<file path="src/rtl/rsc_encoder_par.sv">
// rsc_encoder_par: LANES-wide LTE RSC constituent encoder (g0=1+D^2+D^3, g1=1+D+D^3).
// Define RSC_TAIL_TERM_EN to append 3 trellis-termination cycles after every block.
module rsc_encoder_par #(
  parameter int LANES  = 1,
  parameter int SIZE_W = 16,
  parameter int MAX_K  = 6144
) (
  input  logic              clk,
  input  logic              reset,
  input  logic              wreq_size,
  input  logic [SIZE_W-1:0] tb_size_in,
  input  logic              wreq_data,
  input  logic [LANES-1:0]  data_in,
  output logic              ready,
  output logic              out_valid,
  output logic [LANES-1:0]  xk_out,
  output logic [LANES-1:0]  zk_out,
  output logic              tail_valid,
  output logic              done,
  output logic              err
);
  localparam int CNT_W = SIZE_W + 1;
  localparam logic [CNT_W-1:0] LANES_C = CNT_W'(LANES);
  localparam logic [CNT_W-1:0] MAX_K_C = CNT_W'(MAX_K);

`ifdef RSC_TAIL_TERM_EN
  typedef enum logic [1:0] {ST_IDLE = 2'd0, ST_ARMED = 2'd1, ST_TAIL = 2'd2, ST_DONE = 2'd3} state_t;
`else
  typedef enum logic [1:0] {ST_IDLE = 2'd0, ST_ARMED = 2'd1, ST_DONE = 2'd3} state_t;
`endif

  state_t           state_r, state_nxt_s;
  logic [CNT_W-1:0] count_r, k_r, count_nxt_s, size_ext_s;
  logic [2:0]       d_r, enc_d_s;
  logic [LANES-1:0] enc_x_s, enc_z_s, xk_r, zk_r;
  logic             d1_s, d2_s, d3_s, a_s;
  logic             size_ok_s, size_acc_s, size_bad_s, beat_s, last_s;
  logic             out_valid_r, done_r, err_r;

  assign size_ext_s  = {1'b0, tb_size_in};
  assign size_ok_s   = (size_ext_s != {CNT_W{1'b0}}) && (size_ext_s <= MAX_K_C) &&
                       ((size_ext_s % LANES_C) == {CNT_W{1'b0}});
  assign size_acc_s  = (state_r == ST_IDLE) && wreq_size && size_ok_s;
  assign size_bad_s  = (state_r == ST_IDLE) && wreq_size && !size_ok_s;
  assign ready       = (state_r == ST_ARMED);
  assign beat_s      = ready && wreq_data;
  assign count_nxt_s = count_r + LANES_C;
  assign last_s      = beat_s && (count_nxt_s >= k_r);

  assign out_valid = out_valid_r;
  assign xk_out    = xk_r;
  assign zk_out    = zk_r;
  assign done      = done_r;
  assign err       = err_r;

  // Unrolled bit-serial recursion; lane 0 is the earliest bit of the beat.
  always_comb begin
    enc_x_s = {LANES{1'b0}};
    enc_z_s = {LANES{1'b0}};
    d1_s    = d_r[0];
    d2_s    = d_r[1];
    d3_s    = d_r[2];
    a_s     = 1'b0;
    for (int i = 0; i < LANES; i++) begin
      a_s        = data_in[i] ^ d2_s ^ d3_s;
      enc_x_s[i] = data_in[i];
      enc_z_s[i] = a_s ^ d1_s ^ d3_s;
      d3_s       = d2_s;
      d2_s       = d1_s;
      d1_s       = a_s;
    end
    enc_d_s = {d3_s, d2_s, d1_s};
  end

`ifdef RSC_TAIL_TERM_EN
  logic [1:0] tail_cnt_r;
  logic       tail_valid_r, tail_u_s, tail_z_s;
  logic [2:0] tail_d_s;

  // Termination input u=d2^d3 zeroes the feedback, so each cycle shifts a 0 into d1.
  assign tail_u_s   = d_r[1] ^ d_r[2];
  assign tail_z_s   = d_r[0] ^ d_r[2];
  assign tail_d_s   = {d_r[1], d_r[0], 1'b0};
  assign tail_valid = tail_valid_r;

  // Tail cycle counter and tail_valid flag.
  always_ff @(posedge clk) begin
    if (reset) begin
      tail_cnt_r   <= 2'd0;
      tail_valid_r <= 1'b0;
    end else begin
      tail_valid_r <= (state_r == ST_TAIL);
      tail_cnt_r   <= (state_r == ST_TAIL) ? tail_cnt_r + 2'd1 : 2'd0;
    end
  end
`else
  assign tail_valid = 1'b0;
`endif

  // Next-state logic.
  always_comb begin
    state_nxt_s = state_r;
    case (state_r)
      ST_IDLE: begin
        if (size_acc_s) state_nxt_s = ST_ARMED;
        else            state_nxt_s = ST_IDLE;
      end
      ST_ARMED: begin
`ifdef RSC_TAIL_TERM_EN
        if (last_s) state_nxt_s = ST_TAIL;
`else
        if (last_s) state_nxt_s = ST_DONE;
`endif
        else        state_nxt_s = ST_ARMED;
      end
`ifdef RSC_TAIL_TERM_EN
      ST_TAIL: begin
        if (tail_cnt_r == 2'd2) state_nxt_s = ST_DONE;
        else                    state_nxt_s = ST_TAIL;
      end
`endif
      ST_DONE: state_nxt_s = ST_IDLE;
      default: state_nxt_s = ST_IDLE;
    endcase
  end

  // State, encoder memory, block counter and registered outputs.
  always_ff @(posedge clk) begin
    if (reset) begin
      state_r     <= ST_IDLE;
      count_r     <= {CNT_W{1'b0}};
      k_r         <= {CNT_W{1'b0}};
      d_r         <= 3'b000;
      out_valid_r <= 1'b0;
      xk_r        <= {LANES{1'b0}};
      zk_r        <= {LANES{1'b0}};
      done_r      <= 1'b0;
      err_r       <= 1'b0;
    end else begin
      state_r     <= state_nxt_s;
      out_valid_r <= beat_s;
      done_r      <= (state_r == ST_DONE);
      err_r       <= size_bad_s;
      if (size_acc_s) begin
        k_r     <= size_ext_s;
        count_r <= {CNT_W{1'b0}};
        d_r     <= 3'b000;
      end else if (beat_s) begin
        count_r <= count_nxt_s;
        d_r     <= enc_d_s;
`ifdef RSC_TAIL_TERM_EN
      end else if (state_r == ST_TAIL) begin
        d_r     <= tail_d_s;
`endif
      end else begin
        d_r     <= d_r;
      end
      if (beat_s) begin
        xk_r <= enc_x_s;
        zk_r <= enc_z_s;
`ifdef RSC_TAIL_TERM_EN
      end else if (state_r == ST_TAIL) begin
        xk_r <= LANES'(tail_u_s);
        zk_r <= LANES'(tail_z_s);
`endif
      end else begin
        xk_r <= {LANES{1'b0}};
        zk_r <= {LANES{1'b0}};
      end
    end
  end
endmodule

</file>
<file path="config.mk">
export PLATFORM = sky130hd
export DESIGN_NAME = rsc_encoder_par
export DESIGN_NICKNAME = d
export VERILOG_FILES = /design/src/rtl/rsc_encoder_par.sv
export SDC_FILE = /design/constraint.sdc
export NUM_CORES = 1
export LEC_CHECK = 0
export ABC_AREA = 1
export CAP_MARGIN = 20
export CORE_MARGIN = 5
export CORE_UTILIZATION = 45
export DETAILED_ROUTE_END_ITERATION = 10
export PLACE_DENSITY = 0.74
export SYNTH_ARGS = -nofsm -noshare
export SYNTH_HDL_FRONTEND = slang
export SYNTH_SLANG_ARGS = --single-unit
</file>
<file path="constraint.sdc">
create_clock -name clk -period 1.97 [get_ports clk]
set_input_delay 0.394 -clock clk [delete_from_list [all_inputs] [get_ports clk]]
set_output_delay 0.394 -clock clk [all_outputs]
set_load 0.02 [all_outputs]
</file>
* Yosys cells after proc, flatten, opt, wreduce, memory -nomap -nowiden
Cells that the tools add are included.
** Word-level totals
- Register bits after elaboration :: 43
- Input port bits :: 21
- Output and inout bits :: 7
- Logic and storage cells :: 33
** Cells by class
- Add/subtract/negate cells :: 1
- Order comparisons :: 2
- Equality and inequality tests :: 2
- Muxes and demuxes :: 3
- Bitwise operators :: 5
- Reductions and logical operators :: 11
** Operators by type and width (number)
- 17-bit by 1-bit adder with 17-bit output (second input constant) :: 1
- 17-bit by 16-bit >= comparator with 1-bit output :: 1
- 17-bit nonzero test :: 1
- 16-bit by 13-bit less-or-equal comparator with 1-bit output (second input constant) :: 1
- 1-bit logical AND :: 6
- 2-bit one-hot mux with 2 select lines :: 1
- 2-bit OR reduction :: 2
- 1-bit XOR :: 4
- 2-bit by 1-bit equality test with 1-bit output (second input constant) :: 1
- 2-bit equality test (second input constant) :: 1
- 2-bit zero test :: 1
- 2-bit two-way mux :: 1
- 1-bit zero test :: 1
- 1-bit two-way mux :: 1
- 1-bit inverter :: 1

* Depth between registers and ports, before layout
Gate-level depths: netlist of the first run.
- Depth in word-level cells :: 5
- Depth in mapped cells :: 18
- Mapped depth without buffers :: 18

* Worst setup path after synthesis of the first run
OpenSTA, ideal clock, no wires.
- Path type :: register to register
- Start :: register count_r[0]
- End :: register state_r[1]
- Setup time :: 0.117 ns
- Arrival time :: 1.988 ns
- Required time :: 1.853 ns
- Setup slack :: -0.134 ns
- Cell stages (with the launch flop) :: 19
- Path buffers :: 0
- Period minus slack after synthesis :: 2.104 ns
- Path through :: dfxtp_1 ha_1 nand2_1 nor2_4 nand2_2 nor2_2 nand2_1 xnor2_2 ha_1 nand2_1 inv_1 nand2_1 nor2_1 a21oi_1 nand2_1 nand2_1 nand2_1 nand2_1 a21oi_1
** Between the ends
- Word-level cells in the longest chain between the ends :: 5
** RTL lines
- start, declared :: line 33 : logic [CNT_W-1:0] count_r, k_r, count_nxt_s, size_ext_s;
- start signal, assigned :: line 131 : count_r <= {CNT_W{1'b0}};
- start signal, assigned :: line 146 : count_r <= {CNT_W{1'b0}};
- start signal, assigned :: line 149 : count_r <= count_nxt_s;
- 17-bit by 1-bit adder with 17-bit output :: line 47 : assign count_nxt_s = count_r + LANES_C;
- net count_nxt_s[12] :: line 33
- 17-bit by 16-bit >= comparator with 1-bit output :: line 48 : assign last_s = beat_s && (count_nxt_s >= k_r);
- 1-bit logical AND :: line 48
- 2-bit two-way mux :: line 112 : if (last_s) state_nxt_s = ST_DONE;
- 2-bit one-hot mux with 2 select lines :: line 103 : case (state_r)
- end signal, assigned :: line 140 : state_r <= state_nxt_s;
- end, declared :: line 32 : state_t state_r, state_nxt_s;
The timed path passes the listed nets, and every way through them passes these cells.
A chain may end at the register's enable or synchronous reset.

* Final worst setup path of the first run
- Start :: register count_r[1]
- End :: register state_r[1]
Same word-level chain as after synthesis.

==> results of run 1 <==
==> report_power, final <==
group	switching (mW)	total, mW	internal, mW	leakage [nW]
Clock	0.342	0.597	0.255	0.0451
Combinational	0.0924	0.180	0.0878	1.10
Sequential	0.00387	0.882	0.878	0.350
==> how the worst min path moves through the flow <==
stage / cells after the start / endpoint / from / slack (ps)
3_5_place_dp: 2 / k_r[15]$_SDFFE_PP0P_ / k_r[15]$_SDFFE_PP0P_ / 440
3_3_place_gp: 2 / k_r[15]$_SDFFE_PP0P_ / k_r[15]$_SDFFE_PP0P_ / 440
5_1_grt: 2 / k_r[15]$_SDFFE_PP0P_ / k_r[15]$_SDFFE_PP0P_ / 470
4_1_cts: 2 / k_r[15]$_SDFFE_PP0P_ / k_r[15]$_SDFFE_PP0P_ / 450
2_1_floorplan: 2 / k_r[15]$_SDFFE_PP0P_ / k_r[15]$_SDFFE_PP0P_ / 420
6_report: 2 / k_r[15]$_SDFFE_PP0P_ / k_r[15]$_SDFFE_PP0P_ / 450
==> worst max-delay path, cell delays in order, from the launching register on <==
cell	delay, ps
sky130_fd_sc_hd__dfxtp_4	380
sky130_fd_sc_hd__ha_4	150
sky130_fd_sc_hd__nand2_4	60
sky130_fd_sc_hd__nor2_4	140
sky130_fd_sc_hd__nand2_4	100
sky130_fd_sc_hd__nor2_4	100
sky130_fd_sc_hd__nand2_2	70
sky130_fd_sc_hd__xnor2_2	150
sky130_fd_sc_hd__ha_1	320
sky130_fd_sc_hd__nand2_1	100
sky130_fd_sc_hd__inv_2	40
sky130_fd_sc_hd__nand2_1	50
sky130_fd_sc_hd__nand2_1	60
sky130_fd_sc_hd__a21oi_1	110
sky130_fd_sc_hd__nand2_1	60
sky130_fd_sc_hd__nand2_1	60
sky130_fd_sc_hd__nand2_1	40
sky130_fd_sc_hd__nand2_1	50
sky130_fd_sc_hd__a21oi_1	50
==> synth_stat cells (3+ instances only) <==
master,number
sky130_fd_sc_hd__nor2_1,57
sky130_fd_sc_hd__nand4_1,3
sky130_fd_sc_hd__xnor2_1,4
sky130_fd_sc_hd__nand3_2,3
sky130_fd_sc_hd__inv_1,43
sky130_fd_sc_hd__nand3_1,5
sky130_fd_sc_hd__clkbuf_1,3
sky130_fd_sc_hd__buf_4,3
sky130_fd_sc_hd__nand2_1,111
sky130_fd_sc_hd__a21oi_2,3
sky130_fd_sc_hd__dfxtp_1,43
sky130_fd_sc_hd__xor2_1,12
sky130_fd_sc_hd__a21oi_1,25
sky130_fd_sc_hd__ha_1,17
==> cell families after synthesis <==
kind of cell               share of synthesized area (%)
AOI/OAI and AO/OA                                   7.14
adders and majority gates                           8.73
buffers and inverters                               9.50
DFF                                                 35.3
other                                              0.154
xor gates and xnor gates                            6.42
and+or+nand+nor                                     32.8
==> state kept, by name (all words and copies together), names as in the netlist <==
name	count
count_r	17
k_r	16
d_r	3
state_r	2
done	1
err	1
out_valid	1
xk_out	1
zk_out	1
==> cell type report <==
| class | instances | area, um^2 | share of cell area, % |
|---|---|---|---|
| Clock buffer | 5 | 68.8 | 2.19 |
| Clock inverter | 3 | 22.5 | 0.718 |
| Inverter | 44 | 165 | 5.27 |
| Multi-Input combinational cell | 258 | 1400 | 44.8 |
| Sequential cell | 43 | 870 | 27.7 |
| Tap cell | 70 | 87.6 | 2.79 |
| Timing Repair Buffer | 57 | 518 | 16.5 |
==> routing by layer <==
layer  vias up  routed length [um]  global-route usage (%)
li1       1194                   -                       -
met1       989                2590                    21.5
met2        31                2650                    26.3
met3        11                 170                    4.15
met4         0                 121                    6.14
met5         -                   0                       0
==> what timing repair did <==
item	4_1_cts	5_1_grt
setup buffers	1	0
resized for setup	6	6
endpoints found under the hold margin	0	0
pin swaps	6	7
endpoints found under the setup margin	1	1
==> results summary, run 1 <==
The total wire length after detailed routing came out at around 5.5 mm. The total power per unit cell area is between 500 and 600 nW/um^2. The clock sink count is 43. The proportion of layout cells with a drive suffix above 1 came out at 15.9%. Setup repair after global routing could not meet its margin everywhere. The later pin in the worst-skew pair is clocked with a latency of 310 ps. The repair_antennas step left the layout with diodes totalling 0. The largest net degree at the start of global routing is 24. Yosys mapped a number of flops with a built-in enable equal to 0. The die height is 83.6 um. The total negative setup slack is -214 ps. By area the synthesized netlist is led by sky130_fd_sc_hd__dfxtp_1 (35%), sky130_fd_sc_hd__nand2_1 (17%), sky130_fd_sc_hd__nor2_1 (8.8%), sky130_fd_sc_hd__ha_1 (8.7%), sky130_fd_sc_hd__inv_1 (6.6%).

The final count of pins violating max slew was 0. For this design the static power due to leakage is 1.50 nW. Summed over its instances, the top area cell type makes up between 30% and 40% of the synthesized netlist area. The min-delay analysis places its worst path in the category flip-flop to flip-flop. The sequential-to-total area share from yosys stat came out at about a third. Clock tree synthesis inserted a total of 5 buffers. The clock tree buffer depth came out at 2. In this run the count of I/O pins placed on the die edge is 28. The classification of the worst setup path is flip-flop to flip-flop.

In this run the mean area of a mapped cell was 6.87 um^2. For this run the aggregate overflow at the end of global routing stands at 0. The top cell types in the final layout, fill and taps aside, are sky130_fd_sc_hd__nand2_1 (107), sky130_fd_sc_hd__nor2_1 (57), sky130_fd_sc_hd__inv_1 (42).

Compared with the post-synthesis result, the final layout area differs by 28.6%. The die covers 6990 um^2. The data required time at the worst endpoint is roughly 2200 ps.

CTS built an H-tree with a depth of 2. TritonCTS built the clock tree. The post-route total power came out at 1.66 mW. The post-route worst setup slack is -214 ps. The number of iterations in the first detailed-routing pass is 4. The clock-pin slew on the worst setup and hold paths is 90 ps. The endpoint of the lowest-slack register-to-register path is state_r[1]$_SDFF_PP0_. CTS placed an instance of sky130_fd_sc_hd__clkbuf_8 at the clock tree root. Between clock sinks in the finished design, the worst skew comes to 6.48 ps. The startpoint of the most critical setup path is count_r[1]$_SDFFE_PP0P_.

The number of hold buffers added after CTS came out at 0. The share of the clock period used by the worst path after layout came out at 111%. The run finished, with violations left. Cells fill between 60 and 70% of the core in the end. The number of global-route vias before repair is 2124. The all-layer global routing usage came out at 16.5%.

Synthesis inferred 43 register bits. The arrival time at the worst endpoint came out at 2400 ps. The synthesized area is 2440 um^2. In the routed design, unresolved DRC markers number 0. The net count of the finished layout is 447. The detail route stage leaves a number of antenna-violating nets equal to 0. The floorplan die width came out at about 84 um. The area of all placed cells without fillers is between 3000 and 4000 um^2.

Row generation in the floorplan step produced 26 rows. The number of hold violations in the final report came out at 0. The finished layout holds 480 standard cells, fillers aside. Of all nets on the critical path, the largest fanout is 4. The number of maximum-capacitance constraint violations is 0. In this run the critical register-to-register path is launched from count_r[1]$_SDFFE_PP0P_.

The via count of the routed design is 2225. The detailed router's first-iteration violation count came out at 158. The net count after synthesis came out at 393. Leaving out fill and tap cells, the most frequent cell in the layout is sky130_fd_sc_hd__nand2_1. Following the worst setup path forward leads to its endpoint at state_r[1]$_SDFF_PP0_. Setup violations remaining at the end of the flow were counted as 1. The number of port buffers is 26. The number of vias per cell came out at 4.64. The core region is between 5000 and 6000 um^2. The final weighted congestion in routability-driven placement came out at 0.870. The detailed-route wire length per cell is 11.5 um. The setup slack on the worst flop-to-flop path is -210 ps. The cell count after placement is 471. For this run, the number of Yosys warnings is 0. The time the final worst path needs with I/O delays and setup came out at 2180 ps.

The pre-CTS setup slack came out at -229 ps. The initial antenna violation count came out at 0. The global-route wire length before repair came out at 9.54 mm. The number of cell instances on the worst register-to-register path came out at 18. The largest total area in the synthesized netlist belongs to sky130_fd_sc_hd__dfxtp_1. The initial cell density of the core came out at 47.1%. The share of async-settable or async-resettable flops after synthesis came out at 0%.

The predominant post-synthesis flop cell is sky130_fd_sc_hd__dfxtp_1. STA classifies the critical path startpoint as a flip-flop. The final reports fail on setup timing. The nature of the critical path endpoint is a flip-flop. The fmax came out at 458 MHz.

The count of cell types in the netlist came out at 31. Counting every instance in the synthesized netlist gives around 360. In this run the cell area measured after placement is 2990 um^2. The number of fill cells in the layout is 472. VDD sags by at most 0.000459 V.

Hold timing on the final database bottoms out at a slack of 451 ps. The placed wire-length estimate after detailed placement is 4.28 mm.
Power figures use the tool's default switching activity.
==> run 2: changes to the inputs <==
--- a/config.mk
+++ b/config.mk
@@ -10,7 +10,10 @@
 export CORE_MARGIN = 5
 export CORE_UTILIZATION = 45
 export DETAILED_ROUTE_END_ITERATION = 10
+export GPL_TIMING_DRIVEN = 0
+export HOLD_SLACK_MARGIN = 0.05
 export PLACE_DENSITY = 0.74
+export RECOVER_POWER = 100
 export SYNTH_ARGS = -nofsm -noshare
 export SYNTH_HDL_FRONTEND = slang
 export SYNTH_SLANG_ARGS = --single-unit
==> run 2 against run 1 <==
- the flow still finishes with violations (setup timing)
- first-iteration DRC count down 46%
- clock power up 20%
- register-to-register slack worse by 50 ps
- critical path type unchanged
- sequential power about the same
- global-route usage down 0.61 points
- routed wire length down 5.3%
- critical endpoint unchanged
- utilization down 3.2 points
==> results summary, run 2 (synthesis gave the netlist of run 1 again) <==
The worst-case vdd ir drop is 0.000484 V (+5.6%). The maximum fanout encountered on the critical timing path is 3 (-1). The worst setup skew after layout came out at 10.9 ps (+4.38 ps).

The all-layer global routing usage is 15.9% (-0.61 points). The largest net degree at the start of global routing was 14 (-42%). The clock-pin slew on the worst setup and hold paths came out at 90 ps (about the same). Walking the worst path, the cells encountered are ha_4 > nand2_2 > nor2_4 > nand2_1 > xnor2_1 > ha_1 > nand2_1 > inv_1 > a21oi_1 > nand2_1 > nand2_1 > nand2_1 > nand2_1 > nand2_1 > nand2_1 > a21oi_2.

The cell leakage power came to 1.39 nW (-7.6%). The stage delay of the slowest cell on the critical path was 380 ps (about the same). The internal power consumption was 1.37 mW (+12%). The maximum level of the CTS H-tree is 2 (unchanged).

The final weighted congestion in routability-driven placement is 0.816 (-6.2%). The worst pin sits at a relative slew slack of 64.4%. The number of vias per cell is 4.75 (+2.6%). The die height is 83.6 um (unchanged). The total wire length after detailed routing came out at 5.24 mm (-5.3%).

The total power per unit cell area came out at 596 nW/um^2 (+13%). In this run the critical register-to-register path is captured at state_r[1]$_SDFF_PP0_. The number of cell instances on the worst register-to-register path is 16 (-2). The detailed router's first-iteration violation count is 86 (-46%). The setup slack on the worst flop-to-flop path came out at -270 ps (-50 ps).

The initial antenna violation count came out at 0 (unchanged). The multi-input combinational cell area is 1390 um^2 (-1.2%). The via count of the routed design came out at 2192 (-1.5%). The share of the clock period used by the worst path after layout is 114% (+2.8 points). The switching part of the total power is 22.7% (-3.8 points). The global-route wire length before repair came out at 9.16 mm (-4.0%). The detailed-route wire length per cell is 11.4 um (-1.4%). The placed wire-length estimate after detailed placement came out at 4.09 mm (-4.5%). The post-route worst setup slack came out at -268 ps (-54.3 ps). The time the final worst path needs with I/O delays and setup is 2240 ps (+54.3 ps). The final design utilization came out at 57.4% (-3.2 points). The most frequent standard cell in the layout excluding fill and tap cells is sky130_fd_sc_hd__nand2_1. The area of all sequential standard cells is 868 um^2 (-0.14%).

The clock tree buffer depth came out at 2 (unchanged). The largest registers in the layout are count_r (17), k_r (16), d_r (3). STA classifies the critical path endpoint as a flip-flop. The site row count is 26 (unchanged). The buffers plus inverters on the worst setup path came out at 1 (unchanged).

The tree is rooted in a sky130_fd_sc_hd__clkbuf_8. The startpoint of the most critical hold path is k_r[15]$_SDFFE_PP0P_. The number of buffers inserted during clock tree synthesis is 5 (unchanged). The hold path endpoint is k_r[15]$_SDFFE_PP0P_. The kind of cell with the highest combined delay on the critical path is simple AND/OR/NAND/NOR gates.

The number of global-route vias before repair came out at 2103 (-0.99%). The met3 layer usage reported by global route came out at 3.75% (-0.39 points). STA classifies the critical path startpoint as a flip-flop. The fraction of power consumed by combinational cells came out at 9.6% (-1.3 points). The arrival time at the worst endpoint came out at 2440 ps (+40 ps). The worst hold path belongs to the class flip-flop to flip-flop. The run finished, with violations left.

The number of hold buffers added after CTS was 0 (unchanged). The critical path is of the flip-flop to flip-flop type. The number of nets at the end of the flow came out at 428 (-4.3%).

The net switching power came out at 0.400 mW (-8.7%). The global routing usage on met2 came out at 26.2% (-0.14 points). The number of remaining DRC errors is 0 (unchanged). The die area was 6990 um^2 (unchanged). The area growth from synthesis to layout came out at 21.8%.

The power share of the clock group is 40.5% (+4.5 points). The pre-CTS setup slack is -310 ps (-80.4 ps). The initial cell density of the core came out at 47.1% (unchanged). The floorplan die width is 83.6 um (unchanged).

The TritonCTS clock tree is done. The met1 track utilization from global routing is 20.1% (-1.5 points). The global route total overflow is 0 (unchanged).

The number of instances on the worst hold path came to 2 (unchanged). The clock latency on the worst-skew pair came to 300 ps (about the same). The fmax is 447 MHz (-2.4%). The cell that appears most often on the critical path is sky130_fd_sc_hd__nand2_1. In the layout the commonest cells are sky130_fd_sc_hd__nand2_1 (107), sky130_fd_sc_hd__nor2_1 (58), sky130_fd_sc_hd__inv_1 (42).

The post-route total power was 1.77 mW (+6.5%). Setup repair after global routing could not meet its margin everywhere. The core footprint is 5170 um^2 (unchanged).

The number of hold violations in the final report came out at 0 (unchanged). The number of fill cells in the layout came out at 502 (+6.4%). The number of iterations in the first detailed-routing pass came out at 4 (unchanged). The global routing's busiest layer is met2. In this run the critical register-to-register path is launched from count_r[1]$_SDFFE_PP0P_.

The checks that failed: setup timing. The tightest hold margin was 458 ps (+6.61 ps). The proportion of layout cells with a drive suffix above 1 came out at 10.2% (-5.6 points). The clock sink count is 43 (unchanged). The number of maximum-capacitance constraint violations came out at 0 (unchanged). The fraction of power consumed by sequential logic is 49.9% (-3.3 points). The top-level port count came out at 28 (unchanged). The number of port buffers came to 26 (unchanged). The transition time at the pin with the least slew margin is 535 ps. The data required time at the worst endpoint is 2170 ps (about the same). The flip-flop count of the largest register after layout came out at 17 (unchanged). The antenna diode instance count is 0 (unchanged). The total setup violations reported at the end of the flow came out at 22 (+21). The register ranked first by flip-flop count is count_r.

The final count of pins violating max slew came out at 0 (unchanged). The slowest cell on the critical path is sky130_fd_sc_hd__dfxtp_4. The number of nets with antenna violations after detailed routing came out at 0 (unchanged).
run 2: cell types whose count changed in the layout (fill, tap and decap cells not counted), moves of 3 or more:
cell | before | now
sky130_fd_sc_hd__dlygate4sd3_1 | 0 | 7
sky130_fd_sc_hd__buf_4 | 29 | 5
sky130_fd_sc_hd__clkbuf_1 | 0 | 3
sky130_fd_sc_hd__clkdlybuf4s50_1 | 26 | 19
run 2: through the flow:
stage,cell area [um^2],std cells,setup TNS (ps)
after floorplan,2460,355,-56.6
after detailed placement,2810,451,-4200
after global placement,2810,451,-3680
after global routing,2970,461,-6290
after CTS,2970,461,-235
final,2970,461,-1300
run 2: layout make-up:
type                       count  area share, %
timing repair buffer          28           9.27
tap                           70           2.95
buffer                        10           2.23
inverter                      44           5.56
clock inverter                 2           1.18
sequential                    43           29.3
clock buffer                   6           2.78
multi-input combinational    258           46.8
run 2: how the worst max path moves through the flow:
stage | from | endpoint | slack, ps | cells past startpoint
after global routing | count_r[1]$_SDFFE_PP0P_ | state_r[1]$_SDFF_PP0_ | -500 | 18
after global placement | count_r[0]$_SDFFE_PP0P_ | state_r[1]$_SDFF_PP0_ | -280 | 18
after detailed placement | count_r[0]$_SDFFE_PP0P_ | state_r[1]$_SDFF_PP0_ | -310 | 18
after CTS | count_r[1]$_SDFFE_PP0P_ | state_r[1]$_SDFF_PP0_ | -240 | 18
final | count_r[1]$_SDFFE_PP0P_ | state_r[1]$_SDFF_PP0_ | -270 | 16
after floorplan | count_r[1]$_SDFFE_PP0P_ | state_r[1]$_SDFF_PP0_ | -60 | 18
run 2: worst min-delay path: cells and delay by family (launching register included):
kind | cells | cell delay, ps
and+or+nand+nor | 1 | 40
DFF | 1 | 310
buffers and inverters | 1 | 60
run 2: repair_timing:
action                                 in CTS  in global routing
pin swaps                                   5                  4
setup endpoints to repair                   1                  9
buffers inserted                            2                  0
gates cloned                                0                  0
gates resized for setup                     8                  3
endpoints found under the hold margin       0                  0
run 2: power by group through the flow:
stage               Clock [mW]  Sequential (mW)  Combinational [mW]
finish                   0.716            0.882               0.169
global route             0.774            0.884               0.194
CTS                      0.732            0.882               0.171
detailed placement           0            0.904               0.168
global placement             0            0.904               0.165
floorplan                    0            0.906              0.0944
run 2: per-layer routing:
layer,up-vias,share of wire (%),wire [um]
li1,1159,-,-
met1,987,47,2460
met2,33,47,2480
met3,13,3.4,180
met4,0,2.5,129
met5,-,0,0
